===== src/rtl/cpu_ctrl_fsm.sv =====
// Multicycle Moore control FSM for the Simple RISC Machine datapath.
// Define CTRL_TIMEOUT_EN to add the memory-wait timeout and FAULT state.
module cpu_ctrl_fsm #(
    parameter int BR_EXT      = 1,
    parameter int MEM_TIMEOUT = 15,
    parameter int TMO_W       = 4
) (
    input  logic       clk,
    input  logic       rst,
    input  logic [2:0] opcode,
    input  logic [1:0] op,
    input  logic [2:0] branch_condition,
    input  logic       Z,
    input  logic       N,
    input  logic       V,
    input  logic       mem_ready,
    output logic       loada,
    output logic       loadb,
    output logic       loadc,
    output logic       loads,
    output logic       write,
    output logic [1:0] asel,
    output logic [1:0] bsel,
    output logic [1:0] vsel,
    output logic [2:0] nsel,
    output logic       load_pc,
    output logic       load_ir,
    output logic       load_addr,
    output logic       addr_sel,
    output logic [1:0] sel_pc,
    output logic [1:0] mem_cmd,
    output logic       ALUop_zero,
    output logic       w,
    output logic       illegal,
    output logic       fault
);

    typedef enum logic [4:0] {
        S_RESET, S_IF_REQ, S_IF_LOAD, S_PC_INC, S_DECODE, S_WR_IMM,
        S_LD_B, S_EXE_B, S_LD_A, S_EXE_AB, S_WB,
        S_ADDR_CALC, S_ADDR_LD, S_MEM_RD, S_MEM_WB, S_ST_B, S_ST_C, S_MEM_WR,
        S_BL_LINK, S_BR_CALC, S_BR_LOAD, S_BX_B, S_BLX_LINK, S_BX_C,
        S_ILLEGAL, S_HALT, S_FAULT
    } state_t;

    if ((1 << TMO_W) <= MEM_TIMEOUT) begin : g_tmo_width_check
        $error("TMO_W too narrow to hold MEM_TIMEOUT");
    end

    state_t     state_q, state_d;
    logic [4:0] ins;
    logic       is_movmvn, is_ldst, is_ldr, is_cmp, is_bx;
    logic       br_legal, br_taken;
    logic       tmo_hit;

    assign ins       = {opcode, op};
    assign is_movmvn = (ins == 5'b11000) || (ins == 5'b10111);
    assign is_ldst   = (ins == 5'b01100) || (ins == 5'b10000);
    assign is_ldr    = (ins == 5'b01100);
    assign is_cmp    = (ins == 5'b10101);
    assign is_bx     = (ins == 5'b01000);

`ifdef CTRL_TIMEOUT_EN
    localparam bit TMO_EN = 1'b1;
    logic [TMO_W-1:0] tmo_q, tmo_d;
    logic             waiting;

    // Any cycle outside a stalled wait clears the count, so every wait starts at zero.
    assign waiting = ((state_q == S_IF_REQ) || (state_q == S_MEM_RD) ||
                      (state_q == S_MEM_WR)) && !mem_ready;
    assign tmo_hit = waiting && ((tmo_q + 1'b1) == TMO_W'(MEM_TIMEOUT));
    assign tmo_d   = waiting ? tmo_q + 1'b1 : '0;

    always_ff @(posedge clk) begin
        if (rst) tmo_q <= '0;
        else     tmo_q <= tmo_d;
    end
`else
    localparam bit TMO_EN = 1'b0;
    assign tmo_hit = 1'b0;
`endif

    always_comb begin
        br_legal = 1'b1;
        br_taken = 1'b0;
        case (branch_condition)
            3'b000: br_taken = 1'b1;
            3'b001: br_taken = Z;
            3'b010: br_taken = !Z;
            3'b011: br_taken = N ^ V;
            3'b100: br_taken = (N ^ V) | Z;
            3'b101: begin br_legal = (BR_EXT != 0); br_taken = !(N ^ V); end
            3'b110: begin br_legal = (BR_EXT != 0); br_taken = !(N ^ V) & !Z; end
            default: br_legal = 1'b0;
        endcase
    end

    always_ff @(posedge clk) begin
        if (rst) state_q <= S_RESET;
        else     state_q <= state_d;
    end

    always_comb begin
        state_d = state_q;
        case (state_q)
            S_RESET:   state_d = S_IF_REQ;
            S_IF_REQ:  if (mem_ready) state_d = S_IF_LOAD;
                       else if (tmo_hit) state_d = S_FAULT;
            S_IF_LOAD: state_d = S_PC_INC;
            S_PC_INC:  state_d = S_DECODE;
            S_DECODE: begin
                if (opcode == 3'b001)
                    state_d = !br_legal ? S_ILLEGAL : (br_taken ? S_BR_CALC : S_IF_REQ);
                else if (opcode == 3'b111)
                    state_d = S_HALT;
                else begin
                    case (ins)
                        5'b11010:                   state_d = S_WR_IMM;
                        5'b11000, 5'b10111, 5'b10100,
                        5'b10101, 5'b10110:         state_d = S_LD_B;
                        5'b01100, 5'b10000:         state_d = S_LD_A;
                        5'b01011:                   state_d = S_BL_LINK;
                        5'b01000, 5'b01010:         state_d = S_BX_B;
                        default:                    state_d = S_ILLEGAL;
                    endcase
                end
            end
            S_WR_IMM:    state_d = S_IF_REQ;
            S_LD_B:      state_d = is_movmvn ? S_EXE_B : S_LD_A;
            S_EXE_B:     state_d = S_WB;
            S_LD_A:      state_d = is_ldst ? S_ADDR_CALC : S_EXE_AB;
            S_EXE_AB:    state_d = is_cmp ? S_IF_REQ : S_WB;
            S_WB:        state_d = S_IF_REQ;
            S_ADDR_CALC: state_d = S_ADDR_LD;
            S_ADDR_LD:   state_d = is_ldr ? S_MEM_RD : S_ST_B;
            S_MEM_RD:    if (mem_ready) state_d = S_MEM_WB;
                         else if (tmo_hit) state_d = S_FAULT;
            S_MEM_WB:    state_d = S_IF_REQ;
            S_ST_B:      state_d = S_ST_C;
            S_ST_C:      state_d = S_MEM_WR;
            S_MEM_WR:    if (mem_ready) state_d = S_IF_REQ;
                         else if (tmo_hit) state_d = S_FAULT;
            S_BL_LINK:   state_d = S_BR_CALC;
            S_BR_CALC:   state_d = S_BR_LOAD;
            S_BR_LOAD:   state_d = S_IF_REQ;
            S_BX_B:      state_d = is_bx ? S_BX_C : S_BLX_LINK;
            S_BLX_LINK:  state_d = S_BX_C;
            S_BX_C:      state_d = S_BR_LOAD;
            S_ILLEGAL:   state_d = S_IF_REQ;
            S_HALT:      state_d = S_HALT;
            S_FAULT:     state_d = S_FAULT;
            default:     state_d = S_RESET;
        endcase
    end

    always_comb begin
        loada = 1'b0; loadb = 1'b0; loadc = 1'b0; loads = 1'b0; write = 1'b0;
        asel = 2'b00; bsel = 2'b00; vsel = 2'b00; nsel = 3'b000;
        load_pc = 1'b0; load_ir = 1'b0; load_addr = 1'b0; addr_sel = 1'b0;
        sel_pc = 2'b00; mem_cmd = 2'b00; ALUop_zero = 1'b0;
        w = 1'b0; illegal = 1'b0; fault = 1'b0;
        case (state_q)
            S_RESET:     load_pc = 1'b1;
            S_IF_REQ:    begin addr_sel = 1'b1; mem_cmd = 2'b01; end
            S_IF_LOAD:   begin addr_sel = 1'b1; mem_cmd = 2'b01; load_ir = 1'b1; end
            S_PC_INC:    begin load_pc = 1'b1; sel_pc = 2'b01; end
            S_WR_IMM:    begin nsel = 3'b001; vsel = 2'b10; write = 1'b1; end
            S_LD_B:      begin nsel = 3'b100; loadb = 1'b1; end
            S_EXE_B:     begin asel = 2'b01; loadc = 1'b1; end
            S_LD_A:      begin nsel = 3'b001; loada = 1'b1; end
            S_EXE_AB:    if (is_cmp) loads = 1'b1; else loadc = 1'b1;
            S_WB:        begin nsel = 3'b010; write = 1'b1; end
            S_ADDR_CALC: begin bsel = 2'b01; loadc = 1'b1; end
            S_ADDR_LD:   load_addr = 1'b1;
            S_MEM_RD:    mem_cmd = 2'b01;
            S_MEM_WB:    begin mem_cmd = 2'b01; vsel = 2'b01; nsel = 3'b010; write = 1'b1; end
            S_ST_B:      begin nsel = 3'b010; loadb = 1'b1; end
            S_ST_C:      begin asel = 2'b01; loadc = 1'b1; end
            S_MEM_WR:    mem_cmd = 2'b10;
            S_BL_LINK:   begin vsel = 2'b11; nsel = 3'b001; write = 1'b1; ALUop_zero = 1'b1; end
            S_BR_CALC:   begin asel = 2'b10; bsel = 2'b10; loadc = 1'b1; end
            S_BR_LOAD:   begin sel_pc = 2'b10; load_pc = 1'b1; end
            S_BX_B:      begin nsel = 3'b010; loadb = 1'b1; end
            S_BLX_LINK:  begin vsel = 2'b11; nsel = 3'b001; write = 1'b1; end
            S_BX_C:      begin asel = 2'b01; loadc = 1'b1; end
            S_ILLEGAL:   illegal = 1'b1;
            S_HALT:      w = 1'b1;
            S_FAULT:     begin w = 1'b1; fault = TMO_EN; end
            default: ;
        endcase
    end

endmodule


===== config.mk =====
export PLATFORM = sky130hd
export DESIGN_NAME = cpu_ctrl_fsm
export DESIGN_NICKNAME = d
export VERILOG_FILES = /design/src/rtl/cpu_ctrl_fsm.sv
export SDC_FILE = /design/constraint.sdc
export NUM_CORES = 1
export LEC_CHECK = 0
export ABC_AREA = 0
export CORE_ASPECT_RATIO = 0.9
export CORE_MARGIN = 8
export CORE_UTILIZATION = 42
export CTS_CLUSTER_DIAMETER = 50
export CTS_CLUSTER_SIZE = 16
export DETAILED_ROUTE_END_ITERATION = 10
export HOLD_SLACK_MARGIN = 0.02
export PLACE_DENSITY = 0.76
export SLEW_MARGIN = 20
export SYNTH_ARGS = -nofsm -noshare
export SYNTH_HDL_FRONTEND = slang
export SYNTH_SLANG_ARGS = --single-unit

===== constraint.sdc =====
create_clock -name clk -period 1.6 [get_ports clk]
set_input_delay 0.24 -clock clk [delete_from_list [all_inputs] [get_ports clk]]
set_output_delay 0.24 -clock clk [all_outputs]
set_load 0.02 [all_outputs]

==> flow_summary.ini, run 1 <==
[placement]
place.port_buffers = 38
routabilityCongestion = 1.007
dp_slack_ns = -0.7051
dpl_cell_area_sq_um = 2118
place_hpwl_microns = 4484
place_inst = 318

[clocking]
cts-root-buf = clkbuf_4
clk_path_buf_depth = 2
cts_inserted_buffers = 3
htreeDepth = 1
postCtsHoldBufs = 0
cts_sinks = 5

[synth]
syn_avg_cell_area_sq_um = 6.147
ys_warn_count = 0
seq_area_frac_synth = 0.08351
syn-cell-area_sq_um = 1199
synth_cell_types = 53
ys_seq_elements = 5
ys_dominant_reg_cell = dfxtp_1
synth-edff-count = 0
synthCells = 195
syn_nets = 209
synthArstFlopShare = 0

[grt]
grt_max_degree = 15

[floorplan]
die_h_microns = 66.68
ios = 40
die_w_microns = 72.31
num_rows = 18
start_util = 0.4399

[outcome]
error = [ERROR DPL-0038] Utilization greater than 100%, impossible to legalize
status = did not finish
lastStage = 5_1_grt

[timing]
worstEndpointGrtRepair = state_q[1]$_SDFFE_PP0P_/D
worst-ep-kind = register input
[logic make-up after synthesis]
logic type / Yosys count / share of synthesized area
other cells: 1 / 0.003129
xor+xnor: 3 / 0.02192
simple gates: 87 / 0.3852
fa+ha+maj: 1 / 0.008351
flops: 5 / 0.08351
compound gates: 71 / 0.3977
buf+inv: 27 / 0.1002
[metrics by stage]
step | utilization | hold slack [ns]
4_1_cts | 0.8687 | 0.5408
2_1_floorplan | - | 0.3094
3_5_place_dp | 0.7773 | 0.8556
3_3_place_gp | 0.7773 | 0.8357
[cell usage after synthesis (all sizes together), types with 2 or more instances]
cell    count  share of area
or3         4          0.021
dfxtp       5          0.084
nor4        2          0.010
a21o        2          0.013
inv         6          0.019
a21boi      2          0.013
or2         4          0.021
buf         7          0.038
nand2b      8          0.042
a31oi       5          0.026
a32oi       2          0.015
nand2      10          0.031
a21oi      14          0.058
clkbuf     13          0.041
o31ai       3          0.019
nor2b       8          0.042
a311oi      2          0.015
o21ai      13          0.054
nand3       3          0.013
nor3       16          0.067
nor2       22          0.069
o21a        2          0.013
a211oi      2          0.013
a22o        2          0.015
a22oi       6          0.038
o22ai       3          0.016
xor2        3          0.022
o211ai      4          0.025
[what timing repair did]
action,in CTS
buffers inserted,12
pin swaps,19
setup endpoints to repair,30
gates resized for setup,202
endpoints found under the hold margin,0
==> run 2: changes to the inputs <==
- CORE_AREA: unset -> 8 8 69 71
- CORE_ASPECT_RATIO: 0.9 -> unset
- CORE_MARGIN: 8 -> unset
- CORE_UTILIZATION: 42 -> unset
- CTS_CLUSTER_DIAMETER: 50 -> unset
- CTS_CLUSTER_SIZE: 16 -> unset
- DIE_AREA: unset -> 0 0 77 79
- HOLD_SLACK_MARGIN: 0.02 -> unset
- PLACE_DENSITY: 0.76 -> unset
- PLACE_DENSITY_LB_ADDON: unset -> 0.15
- clock period: 1.6 -> 2.1 ns (I/O delays scaled with it)
==> run 2 against run 1 <==
Net effect:
- synthesized cell count stayed put
- area after synthesis is the same
- the run now ends clean
==> flow_summary.ini, run 2 <==
[outcome]
status = finished clean

[layout]
layout-drive-gt1-share = 0.2764
top_regs = state_q x5
largest_reg_flops = 5
finalNonFillerCells = 325
nets = 290
diodes = 0
fillCellCount = 417
top_register = state_q
final_common_cell = buf_4
final_util = 0.5333
fin_area_sq_um = 2026
syn2layout_area_growth_pct = 69.00
final_cell_mix = buf_4, dlygate4sd2_1, nor2_1

[clocking]
cts_tree = done
cts-root-buf = clkbuf_8
cts_inserted_buffers = 3
cts_sinks = 5
postCtsHoldBufs = 0
clk_latency_ns = 0.22
htreeDepth = 1
clk_path_buf_depth = 2
clkTransAtPathRegs_ns = 0.04

[timing]
fin_tns_setup_ns = 0
fin_crit_sh = 0.9649
setup_violations = 0
finalMaxSlewViolations = 0
rsz0062_at_grt = true
fmax_mhz = 493.5
hold_violations = 0
min_period_ns = 2.026
finClkSkew_ns = 0.0001449

[synth]
synthCells = 195
synthArstFlopShare = 0
synth-xor-area-share = 0.02192
ys_seq_elements = 5
ys_dominant_reg_cell = dfxtp_1
synth_commonest_cells = nor2_1, nor3_1, a21oi_1
synth_cell_types = 53
syn-cell-area_sq_um = 1199
synth-edff-count = 0
ys_top_cells_by_area = dfxtp_1, nor2_1, nor3_1, a21oi_1, o21ai_0
synthMuxAreaShare = 0
synth-compound-area-share = 0.3977
seq_area_frac_synth = 0.08351
ys_warn_count = 0
syn_nets = 209
syn_avg_cell_area_sq_um = 6.147
netlist.area_leader.share = 0.08351
synth_top_area_cell = dfxtp_1
yosysMostFrequentCell = nor2_1
synth-simple-area-share = 0.3852
synthAdderAreaFrac = 0.008351
synth_top_family_by_area = compound AO/OA/AOI/OAI gates

[drt]
routed_wl_microns = 4958
drtAntennaViolNets = 0
route.detailed.drc = 0
wire_per_inst_microns = 15.26
drt-pass1-iter-count = 4
dr_total_vias = 1760
drtIter0Drc = 138
vias_per_cell = 5.415

[floorplan]
die_h_microns = 79
die-area_sq_um = 6083
core_area_sq_um = 3799
num_rows = 23
start_util = 0.3155
die_w_microns = 77
ios = 40

[grt]
grt_usage = 0.1586
gr-total-overflow = 0
antenna_found_initial = 0
grt_max_degree = 15
grt_pass1_wl_microns = 8148
grt_pass1_vias = 1736

[setup_path]
crit_required_ns = 1.78
arrival_ns = 1.71
endpoint_kind = output port
crit_type = register to output port
crit_fanout = 10
start_kind = register

[placement]
dpl_cell_area_sq_um = 1983
place.port_buffers = 38
place_inst = 321
place_hpwl_microns = 3941
routabilityCongestion = 0.9404

[power]
p_leak_nw = 0.9605
power_density_nw_per_um2 = 776.1
ir_worst_vdd_mv = 0.2488

[flow_run]
maxCapViolCount = 0

[hold_path]
hp-class = register to register
## run 2: final cells by class
cell class	count	area [sq um]	area share
flip-flops and latches	5	105.1	0.05188
multi-input cells	163	991.0	0.4892
inverters	7	26.28	0.01297
clock buffers	4	45.04	0.02224
repair buffers	96	795.8	0.3928
well taps	50	62.56	0.03088
## run 2: power breakdown
group	switching [mW]	total [mW]	internal (mW)	leakage (nW)
logic	0.631	1.21	0.579	0.895
clock network	0.0480	0.178	0.130	0.0228
registers	0.0582	0.184	0.125	0.0424
total	0.737	1.57	0.835	0.961
## run 2: worst paths after layout
kind	slack [ns]	from	depth (start not counted)	end
max	0.07	state_q[3]$_SDFFE_PP0P_	4	ALUop_zero
min	0.60	state_q[4]$_SDFFE_PP0P_	1	state_q[2]$_SDFFE_PP0P_
max reg2reg	0.16	state_q[3]$_SDFFE_PP0P_	6	state_q[0]$_SDFFE_PP0P_
min reg2reg	0.60	state_q[4]$_SDFFE_PP0P_	1	state_q[2]$_SDFFE_PP0P_
## run 2: kinds of logic (layout without fill, tap and decap cells)
| family | count (synthesis) | after routing |
|---|---|---|
| and+or+nand+nor | 87 | 87 |
| xor gates and xnor gates | 3 | 3 |
| DFF | 5 | 5 |
| other | 1 | 1 |
| AOI/OAI and AO/OA | 71 | 71 |
| adders and majority gates | 1 | 1 |
| buffers and inverters | 27 | 107 |
## run 2: worst max-delay path, stage by stage, from the launching register on
cell and delay (ns):
dfxtp_2 0.38, or2_2 0.32, or2_2 0.33, nor2_1 0.12, dlygate4sd2_1 0.35
## run 2: repair_timing
item,4_1_cts,5_1_grt
buffers inserted,0,0
cloned,0,0
pin swaps,1,4
endpoints found under the setup margin,25,5
resized for setup,32,10
## run 2: per-layer routing
| layer | track usage | wire [microns] | up-vias | part of all wire |
|---|---|---|---|---|
| met5 | 0 | 0 | - | 0 |
| met4 | 0.05849 | 61 | 0 | 0.012 |
| met3 | 0.03499 | 379 | 6 | 0.076 |
| met2 | 0.2710 | 2342 | 68 | 0.47 |
| met1 | 0.1909 | 2174 | 799 | 0.44 |
| li1 | - | - | 887 | - |
## run 2: through the flow
stage          total power, mW  hold slack (ns)  setup slack, ns
2_1_floorplan           0.7694           0.3844          0.03138
3_5_place_dp             1.414           0.7010          -0.2236
5_1_grt                  1.681           0.6182         -0.03156
6_report                 1.572           0.5974          0.07375
4_1_cts                  1.554           0.5927          0.03358
3_3_place_gp             1.417           0.6993          -0.1824
(Power assumes the default switching activity.)
==> variant (flow settings as in run 2) <==
Build with the macro `CTRL_TIMEOUT_EN` defined.
--- a/src/rtl/cpu_ctrl_fsm.sv
+++ b/src/rtl/cpu_ctrl_fsm.sv
@@ -1,5 +1,7 @@
 // Multicycle Moore control FSM for the Simple RISC Machine datapath.
 // Define CTRL_TIMEOUT_EN to add the memory-wait timeout and FAULT state.
+`define CTRL_TIMEOUT_EN
+
 module cpu_ctrl_fsm #(
     parameter int BR_EXT      = 1,
     parameter int MEM_TIMEOUT = 15,
Function: same outputs for any inputs over 10 cycles, from zero or initial values and one cycle with rst high; that may be too few to reach the edited logic, so the function may still have changed.
==> variant against run 2 <==
Register-to-register slack improved by 20 ps. Non-clock buffer count is 3 lower. Synthesized cell count grew 17%. Clock skew up 5.0 ps. Setup slack improved by 27 ps. Area after synthesis up 21%. Sequential share of layout area up 2.9 points. Routed wire length grew 3.9%. Maximum frequency rose by 1.4%. Design area increased by 14%. Sequential cell count up 4. Critical path type unchanged.
Power is not compared: it rests on default switching activity, and its combinational part moved more than twofold at a synthesized area within 25%.
==> variant: results (changes against run 2) <==
[status]
status=finished clean  ; unchanged

[timing]
whs_ps=503.7  ; was 597.4 ps
min_period_over_period_pct=95.19  ; was 96.49%

[worst_hold_path]
min_to=tmo_q[0]  ; was state_q[2]
worstHoldStart=tmo_q[0]  ; was state_q[4]

[critical_path]
reg2reg_slack_ps=180  ; was 160 ps
crit_arrival_ps=1680  ; was 1710 ps
r2r-start=state_q[1]  ; was state_q[3]
endpoint=loadb  ; was ALUop_zero
worstReg2RegEnd=state_q[0]  ; unchanged
slowest_stage=dfxtp_1  ; was dfxtp_2

[global_route]
grt_max_degree=19  ; was 15

[synth]
synthTopCellsByArea=dfxtp_1 (12%), nor2_1 (7.5%), nor2b_1 (6.5%), nand2_1 (5.4%), nand2b_1 (4.3%)  ; was dfxtp_1 (8.4%), nor2_1 (6.9%), nor3_1 (6.7%), a21oi_1 (5.8%), o21ai_0 (5.4%)
syn_inst=229  ; was 195
synth_commonest_cells=nor2_1 (29), nand2_1 (21), nor2b_1 (15), clkbuf_1 (14), o21ai_0 (12)  ; was nor2_1 (22), nor3_1 (16), a21oi_1 (14), clkbuf_1 (13), o21ai_0 (13)
ys_types=52  ; was 53
synthMuxAreaShare_pct=1.381  ; was 0%
synthAdderAreaFrac_pct=1.726  ; was 0.8351%

[place]
dp_cells=352  ; was 321
placed_area_um2=2245  ; was 1983 µm²
port_buffers=39  ; was 38

[cells_and_area]
layout-drive-gt1-share_pct=24.51  ; was 27.64%
nNetsFinal=323  ; was 290

[route]
vias_per_cell=5.520  ; was 5.415
routed_wl_um=5152  ; was 4958 µm

variant: cell types whose count changed after synthesis, sizes merged, moves of 3 or more:
cell and change:
a211oi +4, nand2 +11, nor2 +7, or3 -3, dfxtp +4, nand3b +3, nor3 -6, and3 +3
nor2b +7, a21oi -3
variant: layout make-up:
class | count | area [µm²]
Clock buffer | 4 | 45.04
Fill cell | 391 | 1496
Inverter | 8 | 30.03
Multi-Input combinational cell | 192 | 1191
Sequential cell | 9 | 186.4
Tap cell | 50 | 62.56
Timing Repair Buffer | 93 | 787.0
variant: metal layers:
metal  global-route usage (%)  vias to the layer above  routed length (µm)
met3                    2.483                        4                 196
met1                    21.22                      922                2438
met2                    30.33                       49                2468
met4                    2.642                        0                  48
li1                         -                      990                   -
met5                        0                        -                   0
variant: worst max-delay path, delay by kind of cell, from the launching register on:
kind                   cells  cell delay (ps)
DFF                        1              440
buffers and inverters      2              510
and+or+nand+nor            2              370
AOI/OAI and AO/OA          1              140
